<file path="config.mk">
export PLATFORM = sky130hd
export DESIGN_NAME = hyper_uart_bridge_flat
export DESIGN_NICKNAME = d
export VERILOG_FILES = /design/src/rtl/hyper_uart_bridge_if.sv /design/src/rtl/hyper_uart_bridge.sv /design/src/flat_wrapper.sv
export SDC_FILE = /design/constraint.sdc
export NUM_CORES = 1
export LEC_CHECK = 0
export BUFFER_PORTS_ARGS = -buffer_cell sky130_fd_sc_hd__buf_2
export CAP_MARGIN = 20
export CELL_PAD_IN_SITES_DETAIL_PLACEMENT = 2
export CELL_PAD_IN_SITES_GLOBAL_PLACEMENT = 2
export CORE_ASPECT_RATIO = 0.9
export CORE_MARGIN = 3
export CORE_UTILIZATION = 25
export CTS_CLUSTER_DIAMETER = 60
export CTS_CLUSTER_SIZE = 8
export DETAILED_ROUTE_END_ITERATION = 16
export PLACE_DENSITY = 0.57
export RECOVER_POWER = 100
export SLEW_MARGIN = 25
export SYNTH_ARGS = -nofsm -noshare
export SYNTH_HDL_FRONTEND = slang
export SYNTH_SLANG_ARGS = --single-unit
</file>
<file path="constraint.sdc">
create_clock -name clk -period 11.3 [get_ports clk]
set_clock_uncertainty 0.15 [all_clocks]
set_input_delay 2.26 -clock clk [delete_from_list [all_inputs] [get_ports clk]]
set_output_delay 2.26 -clock clk [all_outputs]
set_load 0.01 [all_outputs]
</file>
<file path="src/rtl/hyper_uart_bridge_if.sv">
// Signal bundle joining the command bridge to the UART rx/tx pair and the HyperRAM controller.
// The master side is the bridge; the slave side is the UART and controller environment.
interface hyper_uart_bridge_if #(
  parameter int DATA_W = 32,
  parameter int ADDR_W = 32
);
  logic                  rx_valid;
  logic [7:0]            rx_data;
  logic                  tx_start;
  logic [7:0]            tx_data;
  logic                  tx_ready;
  logic                  rd_req;
  logic                  wr_req;
  logic [ADDR_W-1:0]     addr;
  logic [DATA_W-1:0]     wr_d;
  logic [DATA_W/8-1:0]   wr_byte_en;
  logic [5:0]            rd_num_dwords;
  logic [DATA_W-1:0]     rd_d;
  logic                  rd_rdy;
  logic                  busy;
  logic [7:0]            err_cnt;

  modport master (
    input  rx_valid, rx_data, tx_ready, rd_d, rd_rdy, busy,
    output tx_start, tx_data, rd_req, wr_req, addr, wr_d, wr_byte_en, rd_num_dwords, err_cnt
  );

  modport slave (
    output rx_valid, rx_data, tx_ready, rd_d, rd_rdy, busy,
    input  tx_start, tx_data, rd_req, wr_req, addr, wr_d, wr_byte_en, rd_num_dwords, err_cnt
  );
endinterface

</file>
<file path="src/rtl/hyper_uart_bridge.sv">
// Byte-serial command bridge: assembles UART frames, runs buffered HyperRAM bursts,
// and answers every accepted command with exactly DATA_W/8 response bytes.
module hyper_uart_bridge #(
  parameter int DATA_W     = 32,
  parameter int ADDR_W     = 32,
  parameter int MAX_BURST  = 8,
  parameter int ADDR_STEP  = 2,
  parameter int RX_TIMEOUT = 1000000,
  parameter int CONST_VAL  = 259
) (
  input logic clk,
  input logic reset,
  hyper_uart_bridge_if.master bus
);
  localparam int NB  = DATA_W / 8;
  localparam int FCW = $clog2(NB + 1);
  localparam int PW  = (MAX_BURST > 1) ? $clog2(MAX_BURST) : 1;
  localparam int CW  = $clog2(MAX_BURST + 1);
  localparam int TW  = $clog2(RX_TIMEOUT + 1);

  typedef enum logic [2:0] {
    IDLE, EXEC, WR_ISSUE, WR_WAIT, RD_ISSUE, RD_WAIT, RESP_RDY, RESP_ACK
  } state_e;

  state_e state_q, state_d;

  logic [FCW-1:0]      frame_cnt_q, frame_cnt_d;
  logic [TW-1:0]       idle_cnt_q, idle_cnt_d;
  logic [7:0]          cmd_q, cmd_d;
  logic [DATA_W-1:0]   pay_q, pay_d;
  logic [ADDR_W-1:0]   addr_q, addr_d;
  logic [DATA_W-1:0]   wr_d_q, wr_d_d;
  logic [NB-1:0]       byte_en_q, byte_en_d;
  logic [5:0]          rd_num_q, rd_num_d;
  logic [7:0]          tx_data_q, tx_data_d;
  logic                tx_start_q, tx_start_d;
  logic                wr_req_q, wr_req_d;
  logic                rd_req_q, rd_req_d;
  logic [7:0]          err_cnt_q, err_cnt_d;
  logic [DATA_W-1:0]   resp_q, resp_d;
  logic [FCW-1:0]      sent_q, sent_d;
  logic [1:0]          guard_q, guard_d;
  logic [DATA_W-1:0]   cnt_q, cnt_d;
  logic [CW-1:0]       written_q, written_d;
  logic                seen_busy_q, seen_busy_d;
  logic [5:0]          rd_got_q, rd_got_d;
  logic [PW-1:0]       wwr_ptr_q, wwr_ptr_d, wrd_ptr_q, wrd_ptr_d;
  logic [CW-1:0]       wcnt_q, wcnt_d;
  logic [PW-1:0]       rwr_ptr_q, rwr_ptr_d, rrd_ptr_q, rrd_ptr_d;
  logic [CW-1:0]       rcnt_q, rcnt_d;

  logic [DATA_W-1:0]   wbuf [MAX_BURST];
  logic [DATA_W-1:0]   rbuf [MAX_BURST];

  logic wpush, wpop, rpush, rpop, rclear, unknown;
  logic [1:0] err_inc;
  logic [8:0] err_sum;

  logic frame_done, drop, timeout, tx_acc, last_byte, wr_done, rd_push, rd_last, rreq_ok;

  function automatic logic [PW-1:0] ptr_inc(input logic [PW-1:0] p);
    return (p == PW'(MAX_BURST - 1)) ? '0 : p + PW'(1);
  endfunction

  assign frame_done = bus.rx_valid && (frame_cnt_q == FCW'(NB));
  assign drop       = frame_done && (state_q != IDLE);
  assign timeout    = !bus.rx_valid && (frame_cnt_q != '0) && (idle_cnt_q == TW'(RX_TIMEOUT - 1));
  // A byte counts as taken when tx_ready drops, or after four cycles if it never does.
  assign tx_acc     = (state_q == RESP_ACK) && (!bus.tx_ready || guard_q == 2'd3);
  assign last_byte  = (sent_q == FCW'(NB - 1));
  assign wr_done    = (state_q == WR_WAIT) && seen_busy_q && !bus.busy;
  assign rd_push    = (state_q == RD_WAIT) && bus.rd_rdy;
  assign rd_last    = rd_push && ((rd_got_q + 6'd1) == rd_num_q);
  assign rreq_ok    = (pay_q != '0) && (pay_q <= DATA_W'(MAX_BURST));

  always_ff @(posedge clk) begin
    if (reset) state_q <= IDLE;
    else       state_q <= state_d;
  end

  always_comb begin
    state_d = state_q;
    case (state_q)
      IDLE:     if (frame_done) state_d = EXEC;
      EXEC: begin
        state_d = RESP_RDY;
        if (cmd_q == 8'h03 && wcnt_q != '0) state_d = WR_ISSUE;
        if (cmd_q == 8'h05 && rreq_ok)      state_d = RD_ISSUE;
      end
      WR_ISSUE: if (!bus.busy) state_d = WR_WAIT;
      WR_WAIT:  if (wr_done) state_d = (wcnt_q == CW'(1)) ? RESP_RDY : WR_ISSUE;
      RD_ISSUE: if (!bus.busy) state_d = RD_WAIT;
      RD_WAIT:  if (rd_last) state_d = RESP_RDY;
      RESP_RDY: if (bus.tx_ready) state_d = RESP_ACK;
      RESP_ACK: if (tx_acc) state_d = last_byte ? IDLE : RESP_RDY;
      default:  state_d = IDLE;
    endcase
  end

  always_comb begin
    frame_cnt_d = frame_cnt_q;  idle_cnt_d = idle_cnt_q;  cmd_d = cmd_q;  pay_d = pay_q;
    addr_d = addr_q;  wr_d_d = wr_d_q;  byte_en_d = byte_en_q;  rd_num_d = rd_num_q;
    tx_data_d = tx_data_q;  tx_start_d = 1'b0;  wr_req_d = 1'b0;  rd_req_d = 1'b0;
    resp_d = resp_q;  sent_d = sent_q;  guard_d = guard_q;  cnt_d = cnt_q;
    written_d = written_q;  seen_busy_d = seen_busy_q;  rd_got_d = rd_got_q;
    wwr_ptr_d = wwr_ptr_q;  wrd_ptr_d = wrd_ptr_q;  wcnt_d = wcnt_q;
    rwr_ptr_d = rwr_ptr_q;  rrd_ptr_d = rrd_ptr_q;  rcnt_d = rcnt_q;
    wpush = 1'b0;  wpop = 1'b0;  rpush = 1'b0;  rpop = 1'b0;  rclear = 1'b0;  unknown = 1'b0;

    // Frame assembly runs in every state so busy-time frames can be counted and dropped.
    if (bus.rx_valid) begin
      idle_cnt_d = '0;
      if (frame_cnt_q == '0) begin
        cmd_d       = bus.rx_data;
        frame_cnt_d = FCW'(1);
      end else begin
        pay_d       = (pay_q << 8) | DATA_W'(bus.rx_data);
        frame_cnt_d = frame_done ? '0 : frame_cnt_q + FCW'(1);
      end
    end else if (timeout) begin
      frame_cnt_d = '0;
      idle_cnt_d  = '0;
    end else if (frame_cnt_q != '0) begin
      idle_cnt_d = idle_cnt_q + TW'(1);
    end

    case (state_q)
      EXEC: begin
        sent_d = '0;
        case (cmd_q)
          8'h01: begin addr_d = ADDR_W'(pay_q); resp_d = pay_q; end
          8'h02: begin
            if (wcnt_q == CW'(MAX_BURST)) resp_d = DATA_W'(32'hEEEEEE01);
            else begin wpush = 1'b1; resp_d = DATA_W'(wcnt_q) + DATA_W'(1); end
          end
          8'h03: begin
            if (wcnt_q == '0) resp_d = DATA_W'(32'hEEEEEE02);
            else written_d = '0;
          end
          8'h04: begin
            if (rcnt_q == '0) resp_d = DATA_W'(32'hEEEEEE03);
            else begin rpop = 1'b1; resp_d = rbuf[rrd_ptr_q]; end
          end
          8'h05: begin
            if (rreq_ok) begin rclear = 1'b1; rd_num_d = pay_q[5:0]; end
            else resp_d = DATA_W'(32'hEEEEEE04);
          end
          8'h06: begin resp_d = cnt_q; cnt_d = cnt_q + DATA_W'(1); end
          8'h07: resp_d = DATA_W'(CONST_VAL);
          8'h08: begin byte_en_d = pay_q[NB-1:0]; resp_d = pay_q; end
          default: begin resp_d = DATA_W'(32'hEEEEEEFF); unknown = 1'b1; end
        endcase
      end
      WR_ISSUE: if (!bus.busy) begin
        wr_req_d    = 1'b1;
        wr_d_d      = wbuf[wrd_ptr_q];
        seen_busy_d = 1'b0;
      end
      WR_WAIT: begin
        if (bus.busy) seen_busy_d = 1'b1;
        if (wr_done) begin
          wpop      = 1'b1;
          addr_d    = addr_q + ADDR_W'(ADDR_STEP);
          written_d = written_q + CW'(1);
          resp_d    = DATA_W'(written_q) + DATA_W'(1);
        end
      end
      RD_ISSUE: if (!bus.busy) begin rd_req_d = 1'b1; rd_got_d = '0; end
      RD_WAIT: if (rd_push) begin
        rpush    = 1'b1;
        rd_got_d = rd_got_q + 6'd1;
        if (rd_last) resp_d = DATA_W'(rd_num_q);
      end
      RESP_RDY: if (bus.tx_ready) begin
        tx_start_d = 1'b1;
        tx_data_d  = resp_q[DATA_W-1 -: 8];
        guard_d    = '0;
      end
      RESP_ACK: begin
        if (tx_acc) begin
          resp_d = resp_q << 8;
          sent_d = sent_q + FCW'(1);
        end else begin
          guard_d = guard_q + 2'd1;
        end
      end
      default: ;
    endcase

    if (wpush) begin wwr_ptr_d = ptr_inc(wwr_ptr_q); wcnt_d = wcnt_q + CW'(1); end
    if (wpop)  begin wrd_ptr_d = ptr_inc(wrd_ptr_q); wcnt_d = wcnt_q - CW'(1); end
    if (rclear) begin rwr_ptr_d = '0; rrd_ptr_d = '0; rcnt_d = '0; end
    if (rpush) begin rwr_ptr_d = ptr_inc(rwr_ptr_q); rcnt_d = rcnt_q + CW'(1); end
    if (rpop)  begin rrd_ptr_d = ptr_inc(rrd_ptr_q); rcnt_d = rcnt_q - CW'(1); end

    err_inc   = 2'(drop) + 2'(timeout) + 2'(unknown);
    err_sum   = {1'b0, err_cnt_q} + 9'(err_inc);
    err_cnt_d = err_sum[8] ? 8'hFF : err_sum[7:0];
  end

  always_ff @(posedge clk) begin
    if (reset) begin
      frame_cnt_q <= '0;  idle_cnt_q <= '0;  cmd_q <= '0;  pay_q <= '0;
      addr_q <= '0;  wr_d_q <= '0;  byte_en_q <= '1;  rd_num_q <= 6'd1;
      tx_data_q <= '0;  tx_start_q <= 1'b0;  wr_req_q <= 1'b0;  rd_req_q <= 1'b0;
      err_cnt_q <= '0;  resp_q <= '0;  sent_q <= '0;  guard_q <= '0;  cnt_q <= '0;
      written_q <= '0;  seen_busy_q <= 1'b0;  rd_got_q <= '0;
      wwr_ptr_q <= '0;  wrd_ptr_q <= '0;  wcnt_q <= '0;
      rwr_ptr_q <= '0;  rrd_ptr_q <= '0;  rcnt_q <= '0;
    end else begin
      frame_cnt_q <= frame_cnt_d;  idle_cnt_q <= idle_cnt_d;  cmd_q <= cmd_d;  pay_q <= pay_d;
      addr_q <= addr_d;  wr_d_q <= wr_d_d;  byte_en_q <= byte_en_d;  rd_num_q <= rd_num_d;
      tx_data_q <= tx_data_d;  tx_start_q <= tx_start_d;  wr_req_q <= wr_req_d;  rd_req_q <= rd_req_d;
      err_cnt_q <= err_cnt_d;  resp_q <= resp_d;  sent_q <= sent_d;  guard_q <= guard_d;  cnt_q <= cnt_d;
      written_q <= written_d;  seen_busy_q <= seen_busy_d;  rd_got_q <= rd_got_d;
      wwr_ptr_q <= wwr_ptr_d;  wrd_ptr_q <= wrd_ptr_d;  wcnt_q <= wcnt_d;
      rwr_ptr_q <= rwr_ptr_d;  rrd_ptr_q <= rrd_ptr_d;  rcnt_q <= rcnt_d;
    end
  end

  // Buffer storage needs no reset; the pointers and fill counts define validity.
  always_ff @(posedge clk) begin
    if (wpush) wbuf[wwr_ptr_q] <= pay_q;
    if (rpush) rbuf[rwr_ptr_q] <= bus.rd_d;
  end

  assign bus.tx_start      = tx_start_q;
  assign bus.tx_data       = tx_data_q;
  assign bus.rd_req        = rd_req_q;
  assign bus.wr_req        = wr_req_q;
  assign bus.addr          = addr_q;
  assign bus.wr_d          = wr_d_q;
  assign bus.wr_byte_en    = byte_en_q;
  assign bus.rd_num_dwords = rd_num_q;
  assign bus.err_cnt       = err_cnt_q;
endmodule

</file>
<file path="src/flat_wrapper.sv">
// flat-port wrapper written by rule: the top's interface ports become plain ports
module hyper_uart_bridge_flat 
#(
  parameter int DATA_W     = 32,
  parameter int ADDR_W     = 32,
  parameter int MAX_BURST  = 8,
  parameter int ADDR_STEP  = 2,
  parameter int RX_TIMEOUT = 1000000,
  parameter int CONST_VAL  = 259
)
  (clk, reset, bus_rx_valid, bus_rx_data, bus_tx_ready, bus_rd_d, bus_rd_rdy, bus_busy, bus_tx_start, bus_tx_data, bus_rd_req, bus_wr_req, bus_addr, bus_wr_d, bus_wr_byte_en, bus_rd_num_dwords, bus_err_cnt);
  hyper_uart_bridge_if #(.DATA_W(DATA_W), .ADDR_W(ADDR_W)) bus_i ();
  input logic clk;
  input logic reset;
  input wire logic [$bits(bus_i.rx_valid)-1:0] bus_rx_valid;
  input wire logic [$bits(bus_i.rx_data)-1:0] bus_rx_data;
  input wire logic [$bits(bus_i.tx_ready)-1:0] bus_tx_ready;
  input wire logic [$bits(bus_i.rd_d)-1:0] bus_rd_d;
  input wire logic [$bits(bus_i.rd_rdy)-1:0] bus_rd_rdy;
  input wire logic [$bits(bus_i.busy)-1:0] bus_busy;
  output wire logic [$bits(bus_i.tx_start)-1:0] bus_tx_start;
  output wire logic [$bits(bus_i.tx_data)-1:0] bus_tx_data;
  output wire logic [$bits(bus_i.rd_req)-1:0] bus_rd_req;
  output wire logic [$bits(bus_i.wr_req)-1:0] bus_wr_req;
  output wire logic [$bits(bus_i.addr)-1:0] bus_addr;
  output wire logic [$bits(bus_i.wr_d)-1:0] bus_wr_d;
  output wire logic [$bits(bus_i.wr_byte_en)-1:0] bus_wr_byte_en;
  output wire logic [$bits(bus_i.rd_num_dwords)-1:0] bus_rd_num_dwords;
  output wire logic [$bits(bus_i.err_cnt)-1:0] bus_err_cnt;
  assign bus_i.rx_valid = bus_rx_valid;
  assign bus_i.rx_data = bus_rx_data;
  assign bus_i.tx_ready = bus_tx_ready;
  assign bus_i.rd_d = bus_rd_d;
  assign bus_i.rd_rdy = bus_rd_rdy;
  assign bus_i.busy = bus_busy;
  assign bus_tx_start = bus_i.tx_start;
  assign bus_tx_data = bus_i.tx_data;
  assign bus_rd_req = bus_i.rd_req;
  assign bus_wr_req = bus_i.wr_req;
  assign bus_addr = bus_i.addr;
  assign bus_wr_d = bus_i.wr_d;
  assign bus_wr_byte_en = bus_i.wr_byte_en;
  assign bus_rd_num_dwords = bus_i.rd_num_dwords;
  assign bus_err_cnt = bus_i.err_cnt;
  hyper_uart_bridge #(.DATA_W(DATA_W), .ADDR_W(ADDR_W), .MAX_BURST(MAX_BURST), .ADDR_STEP(ADDR_STEP), .RX_TIMEOUT(RX_TIMEOUT), .CONST_VAL(CONST_VAL)) u_core (.clk(clk), .reset(reset), .bus(bus_i));
endmodule
</file>
==> impl_results.md, run 1 <==
* Crit path from: reset
* Largest net degree at the start of global routing at between 100 and 150
* DRC violations left at 0
* Synth Register Bits at a little under 800
* Area delta synth->final at 17.45%
* Vias per cell at roughly 4.8
* PD cells at between 150 and 200 mW/mm^2
* Layout Nets at approximately 2700
* Final setup vio count at 0
* Layout cell share with drive strength beyond 1 at 0.1056
* Number of global-route vias before repair at 23560
* Setup TNS Final at 0 ps
* R2R Path Start: u_core.cmd_q[7]$_SDFFE_PP0P_
* Status: finished with violations
* Syn Area/Cell at about 13 um^2
* Final hold slack at approximately 310 ps
* Detailed Routing Iterations Pass 1 at 5
* WP buf/inv at 2
* Crit end category: flop
* Highest clock rate at between 150 and 200 MHz
* CP top delay family: buffers and inverters
* Worst Hold Launch: u_core.resp_q[31]$_SDFFE_PP0P_
* Ports at about 140
* Combinational family with the most area after synthesis: simple AND/OR/NAND/NOR gates
* Reg clk slew, reported paths at roughly 50 ps
* Final wirelength at between 100000 and 150000 um
* Compound-Gate Fraction of Synth Area at 0.08521
* Max-slew violation count at ~780
* Peak VDD IR at between 0.1 and 0.15 mV
* Post-synth EDFFs at between 500 and 600
* Port bufs at ~140
* Worst path required time at between 10000 and 15000 ps
* Period minus WS final at around 6200 ps
* WS Path Type: primary input to flop
* Synth Area in Simple Gates at 0.1125
* Syn_nets at ~2500
* Synth unique cells at 73
* DP HPWL at around 64000 um
* Post-CTS resize count at 0
* GPL Wtd Cong at 0.7639
* Core Footprint at roughly 0.13 mm^2
* Final Hold Vio Count at 0
* Cells after Synth at about 2500
* Die X at 384.2 um
* Synthesized area at 0.03219 mm^2
* CTS sink cnt at 774
* Adder-cell share of the synthesized area at 0.01135
* Crit path cell chain: clkbuf_8, clkbuf_1, nor3b_1, mux2_2
* Worst Max-Slew Pin Slew at about 4400 ps
* Hold_buf cts at 0
* Initial Util at 0.2527
* Worst-skew pair later-pin latency at around 710 ps
* Die Ht at approximately 350 um
* Lkg Pwr at 11.18 nW
* Cts bufs inserted at 110
* Mux cell area share after synthesis at 0.1073
* Failing checks: max-capacitance violations, max-slew violations
* Worst path arrival time at around 6700 ps
* DRT antenna net count at 0
* Post-Synth XOR/XNOR Area at 0.01986
* Postcts setup bufs at 0
* Row count at ~120
* First-pass GRT wire length at ~150000 um
* RSZ-0062 raised after global routing: no
* Relative slew slack at -1.906
* Startpoint class of the critical path: primary input
* Max incr delay on CP at 3130 ps
* Sequential fraction of the synthesis area at 0.6406
* Die area at approximately 0.13 mm^2
* Crit Path Max Fanout at 108
* Initial antenna violation count at 9
* Clk buf depth at 3
* Total grt overflow at 0
* Total track usage at 0.1518
* Vias at approximately 21000
* Routed len/inst at 23.07 um
* Root buf cell: clkbuf_16
* Most used DFF post-synth: edfxtp_1
* Share of synthesized flip-flops with an asynchronous set or reset at 0
* Final worst-path cycle share at 0.5529
* Htree depth at 3
* Synthesis warning total at 0
* Slowest-stage cell, CP: clkbuf_1
* Tightest Hold Check Type: flop to flop
* Max-cap viol count at 24
* Drt initial violations at 1257
* CTS tree: built
==> state kept, by name, summed over array words and instances (netlist names), 4 cells and up, named ones only <==
register / cells
u_core.rd_got_q: 6
u_core.rcnt_q: 4
u_core.wcnt_q: 4
u_core.written_q: 4
u_core.cnt_q: 32
u_core.bus.tx_data: 8
u_core.bus.addr: 32
u_core.rbuf: 256
u_core.cmd_q: 8
u_core.idle_cnt_q: 20
u_core.bus.wr_byte_en: 4
u_core.pay_q: 32
u_core.wbuf: 256
u_core.bus.rd_num_dwords: 6
u_core.bus.wr_d: 32
u_core.bus.err_cnt: 8
u_core.resp_q: 32
==> worst min-delay path, delay by kind of cell, from the launching register on <==
family / cells / cell delay, ps
flops: 1 / 310
simple gates: 1 / 50
compound gates: 1 / 50
==> routing by layer <==
layer	track usage	part of all wire	wire [um]	vias up
met1	0.2005	0.45	45700	11080
li1	-	-	-	9635
met4	0.03964	0.022	2225	4
met5	0	0.00031	31	-
met3	0.02643	0.038	3883	160
met2	0.2563	0.49	49610	338
==> cell usage in the layout (no fill, tap or decap), types with 8 or more instances in the layout <==
master | synthesis | layout
edfxtp_1 | 512 | 512
dfxtp_1 | 262 | 258
nand2_1 | 237 | 237
clkbuf_1 | 110 | 219
nor2_1 | 187 | 181
a21oi_1 | 158 | 158
mux2i_1 | 130 | 130
clkbuf_16 | 0 | 114
nand3_1 | 92 | 92
mux4_2 | 91 | 91
a22oi_1 | 69 | 69
o21ai_0 | 62 | 62
nor3_1 | 49 | 49
a211oi_1 | 47 | 47
xnor2_1 | 40 | 40
xor2_1 | 33 | 33
inv_1 | 28 | 28
ha_1 | 26 | 26
nand4_1 | 25 | 25
buf_4 | 3 | 23
o211ai_1 | 22 | 22
nor4_1 | 19 | 21
and3_1 | 18 | 17
nor2b_1 | 19 | 17
nand2b_1 | 14 | 14
and4_1 | 13 | 13
a31oi_1 | 13 | 13
nand3b_1 | 12 | 12
and2_1 | 15 | 10
nor3b_1 | 10 | 10
o31ai_1 | 10 | 10
or3_1 | 9 | 9
mux2_2 | 9 | 9
buf_2 | 23 | 8
==> area by class of cell <==
class,instances,area (um^2)
Fill cell,13480,89570
Sequential cell,774,20630
Multi-Input combinational cell,1511,10820
Clock buffer,183,3152
Tap cell,1701,2128
Timing Repair Buffer,186,804.5
Clock inverter,7,147.6
Inverter,28,105.1
Antenna cell,7,17.52
==> cells by family (layout without fill, tap and decap cells) <==
family	Yosys count	after routing
and+or+nand+nor	748	748
other	0	7
muxes	230	230
buffers and inverters	186	404
xor gates and xnor gates	73	73
DFF	774	774
adders and majority gates	28	28
AOI/OAI and AO/OA	432	432
==> cells in the mapped netlist, drive strengths merged, types with 22 or more instances <==
master / number / area [um^2]
xnor2: 40 / 350.3
o21ai: 62 / 310.3
mux2i: 130 / 1301
xor2: 33 / 289.0
nand3: 92 / 460.4
nor3: 49 / 245.2
a21oi: 158 / 790.8
clkbuf: 111 / 417.9
a22oi: 69 / 518.0
a211oi: 47 / 352.8
nor4: 24 / 207.7
ha: 26 / 325.3
nor2: 188 / 708.2
o211ai: 22 / 165.2
nand2: 237 / 889.6
dfxtp: 262 / 5245
buf: 47 / 224.0
edfxtp: 512 / 15370
nand4: 25 / 156.4
inv: 28 / 105.1
mux4: 91 / 2049
==> worst paths after layout <==
check,to,slack [ps],cells after the start
hold / removal,u_core.bus.tx_data[7]$_SDFFE_PP0P_,310,2
hold reg to reg,u_core.bus.tx_data[7]$_SDFFE_PP0P_,310,2
setup / recovery,u_core.resp_q[4]$_SDFFE_PP0P_,5050,4
setup reg to reg,u_core.wbuf[1][13]$_DFFE_PP_,5770,5
==> metrics by stage <==
stage	area [um^2]	setup WS [ps]	power (mW)	utilization	std cells
floorplan	32190	4521	3.474	-	2471
global placement	34830	6388	3.645	0.2735	4200
detailed placement	34870	6238	3.670	0.2737	4200
CTS	38170	6983	6.884	0.2996	4390
global route	37790	4538	7.050	0.2967	4392
finish	37800	5052	6.756	0.2968	4397
==> power breakdown <==
part	internal (mW)	switching, mW	total [mW]
logic	0.142	0.324	0.466
registers	3.08	0.0526	3.13
clock network	1.92	1.24	3.16
total	5.14	1.62	6.76
No activity file was read; power rests on OpenSTA's default activity.
==> run 2, diff against run 1 <==
Settings changed: PLACE_DENSITY 0.57 to 0.59.
Clock period 11.3 ns to 5 ns, I/O delays scaled along.
==> impl_results.md, run 2 (synthesis results as in run 1) <==
* Final Hold Vio Count at 0
* CTS tree: built
* Max-cap viol count at 4
* Drt initial violations at ~1300
* First-pass GRT wire length at between 150000 and 200000 um
* Initial antenna violation count at 8
* Met2 Use GR at 0.2539
* Layout Nets at 2695
* Final wirelength at between 100000 and 150000 um
* Final hold slack at about 300 ps
* Root buf cell: clkbuf_16
* Crit path cell chain: buf_4, or3b_1, nor4_1, clkbuf_1, nor2_2, buf_4, a211oi_1, nor3_1
* Hold_buf cts at 0
* Die Ht at approximately 350 um
* Ports at between 100 and 150
* Worst-skew pair later-pin latency at around 710 ps
* WP buf/inv at 3
* Failing checks: max-capacitance violations, max-slew violations
* Status: finished with violations
* Final setup vio count at 0
* Commonest non-fill, non-tap cell in the layout: edfxtp_1
* Post-CTS resize count at 0
* Setup WS post-layout at ~670 ps
* Cts bufs inserted at approximately 110
* Postcts setup bufs at 0
* Slowest-stage cell, CP: clkbuf_1
* Detailed Routing Iterations Pass 1 at 5
* Initial Util at 0.2527
* Vias per cell at slightly below 5
* Highest clock rate at 231.2 MHz
* GPL Wtd Cong at between 0.7 and 0.8
* Crit-path most repeated cell: buf_4
* DRT antenna net count at 0
* PD cells at approximately 410 mW/mm^2
* M1 GR Usage at 0.2012
* Die area at ~0.13 mm^2
* GR Layer Usage met3 at 0.02814
* RSZ-0062 raised after global routing: no
* Core Footprint at approximately 0.13 mm^2
* Worst path required time at between 5000 and 6000 ps
* Setup WS pre-CTS at between 1000 and 1500 ps
* Htree depth at 3
* Total track usage at 0.1518
* GR peak layer: met2
* Area delta synth->final at 18.12%
* Most frequent cells in the layout: edfxtp_1 (512), dfxtp_1 (258), nand2_1 (237), clkbuf_1 (188), nor2_1 (176)
* DP HPWL at 65520 um
* Period minus WS final at around 4300 ps
* Relative slew slack at -0.6952
* Peak VDD IR at between 0.3 and 0.4 mV
* DRC violations left at 0
* Number of global-route vias before repair at roughly 24000
* Lkg Pwr at ~11 nW
* Worst path arrival time at around 4800 ps
* Routed len/inst at 23.30 um
* Worst Max-Slew Pin Slew at ~2500 ps
* Clk buf depth at 3
* Startpoint class of the critical path: flop
* Tightest Hold Check Type: flop to flop
* CTS sink cnt at between 700 and 800
* Row count at between 100 and 150
* Layout cell share with drive strength beyond 1 at 0.1185
* CP top delay family: buffers and inverters
* Die X at just under 400 um
* Port bufs at 138
* Max incr delay on CP at about 1100 ps
* Total grt overflow at 0
* Crit end category: flop
* Crit Path Max Fanout at 16
* Setup TNS Final at 0 ps
* Largest net degree at the start of global routing at between 100 and 150
* Vias at approximately 21000
* WS Path Type: flop to flop
* Reg clk slew, reported paths at roughly 50 ps
* Pwr Total at between 15 and 20 mW
* Max-slew violation count at 119
* Regs by FF count: u_core.rbuf (256), u_core.wbuf (256)
* Final worst-path cycle share at 0.8651
==> run 2: metrics by stage <==
stage	util	area (um^2)	cells
floorplan	-	32200	2471
global placement	0.2745	34960	4208
detailed placement	0.2746	34980	4208
CTS	0.3013	38380	4393
global route	0.2985	38020	4394
finish	0.2985	38020	4394
==> run 2: final timing paths <==
check / slack [ps] / end / cells after the start / start
worst max register to register: 670 / u_core.bus.addr[14]$_SDFFE_PP0P_ / 8 / u_core.state_q[0]$_SDFFE_PP0P_
worst max-delay path: 670 / u_core.bus.addr[14]$_SDFFE_PP0P_ / 8 / u_core.state_q[0]$_SDFFE_PP0P_
worst min-delay path: 300 / u_core.bus.tx_data[5]$_SDFFE_PP0P_ / 2 / u_core.resp_q[29]$_SDFFE_PP0P_
worst min register to register: 300 / u_core.bus.tx_data[5]$_SDFFE_PP0P_ / 2 / u_core.resp_q[29]$_SDFFE_PP0P_
==> run 2: routing by layer <==
layer | up-vias | part of all wire
li1 | 9633 | -
met3 | 147 | 0.042
met5 | - | 0.00056
met1 | 11150 | 0.45
met2 | 394 | 0.48
met4 | 10 | 0.022
==> run 2: report_power, final <==
part / switching (mW) / total, mW / leakage [nW] / internal, mW
registers: 0.151 / 7.10 / 6.50 / 6.95
logic: 0.695 / 1.01 / 3.23 / 0.316
clock network: 2.86 / 7.29 / 1.63 / 4.42
total: 3.71 / 15.4 / 11.4 / 11.7
==> run 2: area by class of cell <==
type,instances,area (um^2)
clock inverter,14,274.0
fill,13450,89360
antenna,1,2.502
timing repair buffer,194,933.4
multi-input combinational,1511,10810
clock buffer,171,3127
inverter,28,105.1
sequential,774,20630
tap,1701,2128
==> run 2: worst min-delay path: cells and delay by family, from the launching register on <==
kind / cells / cell delay (ps)
flip-flops: 1 / 300
AND/OR/NAND/NOR: 1 / 50
AO/OA/AOI/OAI: 1 / 50
==> run 3, diff against run 2 <==
Settings changed: ABC_AREA from default to 1, BUFFER_PORTS_ARGS -buffer_cell sky130_fd_sc_hd__buf_2 to -buffer_cell sky130_fd_sc_hd__clkbuf_2, CTS_BUF_LIST from default to sky130_fd_sc_hd__clkbuf_2, PLACE_DENSITY 0.59 to 0.63.
==> impl_results.md, run 3 <==
* Status: finished with violations
* Failing checks: max-capacitance violations, max-slew violations
* Max-cap viol count at 4
* Post-Synth XOR/XNOR Area at 0.01329
* Largest net degree at the start of global routing at 92
* Period minus WS final at ~4100 ps
* Worst Max-Slew Pin Slew at roughly 2100 ps
* CTS tree: built
* Port bufs at 138
* Cell with the most instances after synthesis: nand2_1
* Worst path arrival time at 5280 ps
* First-pass GRT wire length at about 180000 um
* Clk buf depth at 3
* Reg2Reg Depth at 11
* Die X at around 390 um
* Startpoint class of the critical path: flop
* Commonest non-fill, non-tap cell in the layout: nand2_1
* WS Path Type: flop to flop
* Max-slew violation count at around 160
* Final wirelength at 117700 um
* Total track usage at 0.1676
* RSZ-0062 raised after global routing: no
* Most used DFF post-synth: edfxtp_1
* Synth unique cells at between 50 and 60
* Combined area of the multi-input logic cells at ~0.011 mm^2
* Area leader, netlist: edfxtp_1
* R2R Path End: u_core.bus.addr[0]$_SDFFE_PP0P_
* Worst Hold Depth at 4
* Most frequent cells in the layout: nand2_1 (692), nor2_1 (523), edfxtp_1 (512), nand3_1 (291), o21ai_0 (274)
* Share of synthesized flip-flops with an asynchronous set or reset at 0
* Row count at approximately 130
* Setup TNS Final at 0 ps
* Mux cell area share after synthesis at 0.009529
* Final worst-path cycle share at 0.8248
* Post-synth EDFFs at around 510
* Core Footprint at ~0.13 mm^2
* Layout Nets at roughly 3800
* Synthesized area at about 0.034 mm^2
* Vias per cell at 4.768
* Min-Delay Endpoint: u_core.seen_busy_q$_SDFFE_PP0P_
* PD cells at around 320 mW/mm^2
* Top post-synthesis cells by area: edfxtp_1 (46%), dfxtp_1 (16%), nand2_1 (7.7%)
* Worst Hold Launch: bus_busy
* Sequential fraction of the synthesis area at 0.6135
* R2R Path Start: u_core.state_q[1]$_SDFFE_PP0P_
* DRC violations left at 0
* Cells after Synth at around 3500
* Register area at roughly 0.021 mm^2
* Post-CTS resize count at 0
* Highest clock rate at between 200 and 250 MHz
* Tightest Hold Check Type: primary input to flop
* CTS sink cnt at approximately 770
* Adder-cell share of the synthesized area at 0.01087
* Detailed Routing Iterations Pass 1 at 4
* Vias at about 26000
* Routed len/inst at around 21 um
* DRT antenna net count at 0
* Synth Area in Simple Gates at 0.2046
* Crit end category: flop
* Combinational family with the most area after synthesis: simple AND/OR/NAND/NOR gates
* Total grt overflow at 0
* Syn Area/Cell at roughly 9.5 um^2
* Worst-skew pair later-pin latency at ~1500 ps
* Final hold slack at 294.9 ps
* Final setup vio count at 0
* Final Hold Vio Count at 0
* Synth Register Bits at just under 800
* Lkg Pwr at around 13 nW
* Peak VDD IR at approximately 0.15 mV
* Compound-Gate Fraction of Synth Area at 0.09965
* GPL Wtd Cong at 0.7677
* Root buf cell: clkbuf_2
* DP HPWL at about 78000 um
* Initial antenna violation count at 9
* Layout cell share with drive strength beyond 1 at 0.08441
* Initial Util at 0.2541
* Die area at approximately 0.14 mm^2
* Reg clk slew, reported paths at ~170 ps
* Flop-to-flop setup slack at around 880 ps
* Number of global-route vias before repair at about 28000
* Drt initial violations at approximately 1600
* Area delta synth->final at 12.40%
* Relative slew slack at -0.3921
* Worst path required time at about 6000 ps
* Htree depth at 3
* Syn_nets at 3600
* Die Ht at ~350 um
* FILL cells at approximately 15000
* Ports at ~140
* Regs by FF count: u_core.rbuf (256), u_core.wbuf (256)
* Cts bufs inserted at around 120
* Synthesis warning total at 0
* Crit Path Max Fanout at 23
* Synth top area share at 0.4574
* Synth cell count leaders: nand2_1 (687), nor2_1 (529), edfxtp_1 (512), nand3_1 (290), o21ai_0 (275)
==> run 3: what timing repair did <==
item,in CTS,in global routing
setup endpoints to repair,0,0
hold buffers,65,0
setup buffers,0,0
endpoints found under the hold margin,372,0
==> run 3: worst max-delay path by stage <==
stage	to	from	cells after the start	slack, ps
CTS	u_core.bus.err_cnt[3]$_SDFF_PP0_	u_core.frame_cnt_q[0]$_SDFFE_PP0P_	19	1140
floorplan	u_core.wbuf[5][0]$_DFFE_PP_	u_core.cmd_q[7]$_SDFFE_PP0P_	9	780
finish	u_core.bus.addr[0]$_SDFFE_PP0P_	u_core.state_q[1]$_SDFFE_PP0P_	11	880
global placement	u_core.bus.err_cnt[3]$_SDFF_PP0_	bus_rx_valid	15	1040
global route	u_core.bus.addr[0]$_SDFFE_PP0P_	u_core.state_q[1]$_SDFFE_PP0P_	11	480
detailed placement	u_core.bus.err_cnt[3]$_SDFF_PP0_	bus_rx_valid	15	1000
==> run 3: worst max-delay path, cell delays in order, from the launching register on <==
cell	delay (ps)
dfxtp_1	620
nand2_1	160
nor2_4	600
nand2_1	100
clkbuf_1	480
nand2_1	330
o21ai_4	90
inv_1	400
nand2_1	370
inv_1	360
o21ai_0	130
a21oi_1	150
==> run 3: per-layer routing <==
layer | GRT usage | share of wire | vias to the layer above
met1 | 0.2301 | 0.48 | 13410
met4 | 0.03751 | 0.019 | 2
li1 | - | - | 12480
met2 | 0.2774 | 0.47 | 364
met5 | 0 | 0.00011 | -
met3 | 0.02568 | 0.032 | 140
==> run 3: power breakdown <==
part	internal, mW	switching (mW)	total [mW]
Combinational	0.365	0.874	1.24
Sequential	7.02	0.244	7.26
Clock	1.20	2.46	3.66
Total	8.58	3.58	12.2
==> run 3: logic make-up (layout without fill, tap and decap cells) <==
kind of cell / Yosys count / count (layout)
simple gates: 1636 / 1636
buf+inv: 412 / 689
other cells: 0 / 6
compound gates: 593 / 593
flops: 774 / 774
mux: 32 / 32
xor+xnor: 51 / 51
fa+ha+maj: 28 / 28
==> run 3: area by class of cell <==
class                      instances  area share
antenna                            6   0.0003974
clock buffer                     187     0.02477
clock inverter                    24    0.006293
inverter                         225     0.02255
multi-input combinational       2340      0.3008
sequential                       774      0.5462
tap                             1728     0.05723
timing repair buffer             253     0.04183
==> run 3: stage by stage <==
| stage | std cells | power [mW] | utilization | setup slack (ps) | area [um^2] |
|---|---|---|---|---|---|
| floorplan | 3526 | 8.130 | - | 776.9 | 33610 |
| global placement | 5254 | 8.597 | 0.2739 | 1035 | 36230 |
| detailed placement | 5255 | 8.645 | 0.2741 | 998.2 | 36250 |
| CTS | 5531 | 12.42 | 0.2879 | 1145 | 38080 |
| global route | 5537 | 12.87 | 0.2856 | 482.1 | 37780 |
| finish | 5537 | 12.16 | 0.2856 | 876.1 | 37780 |
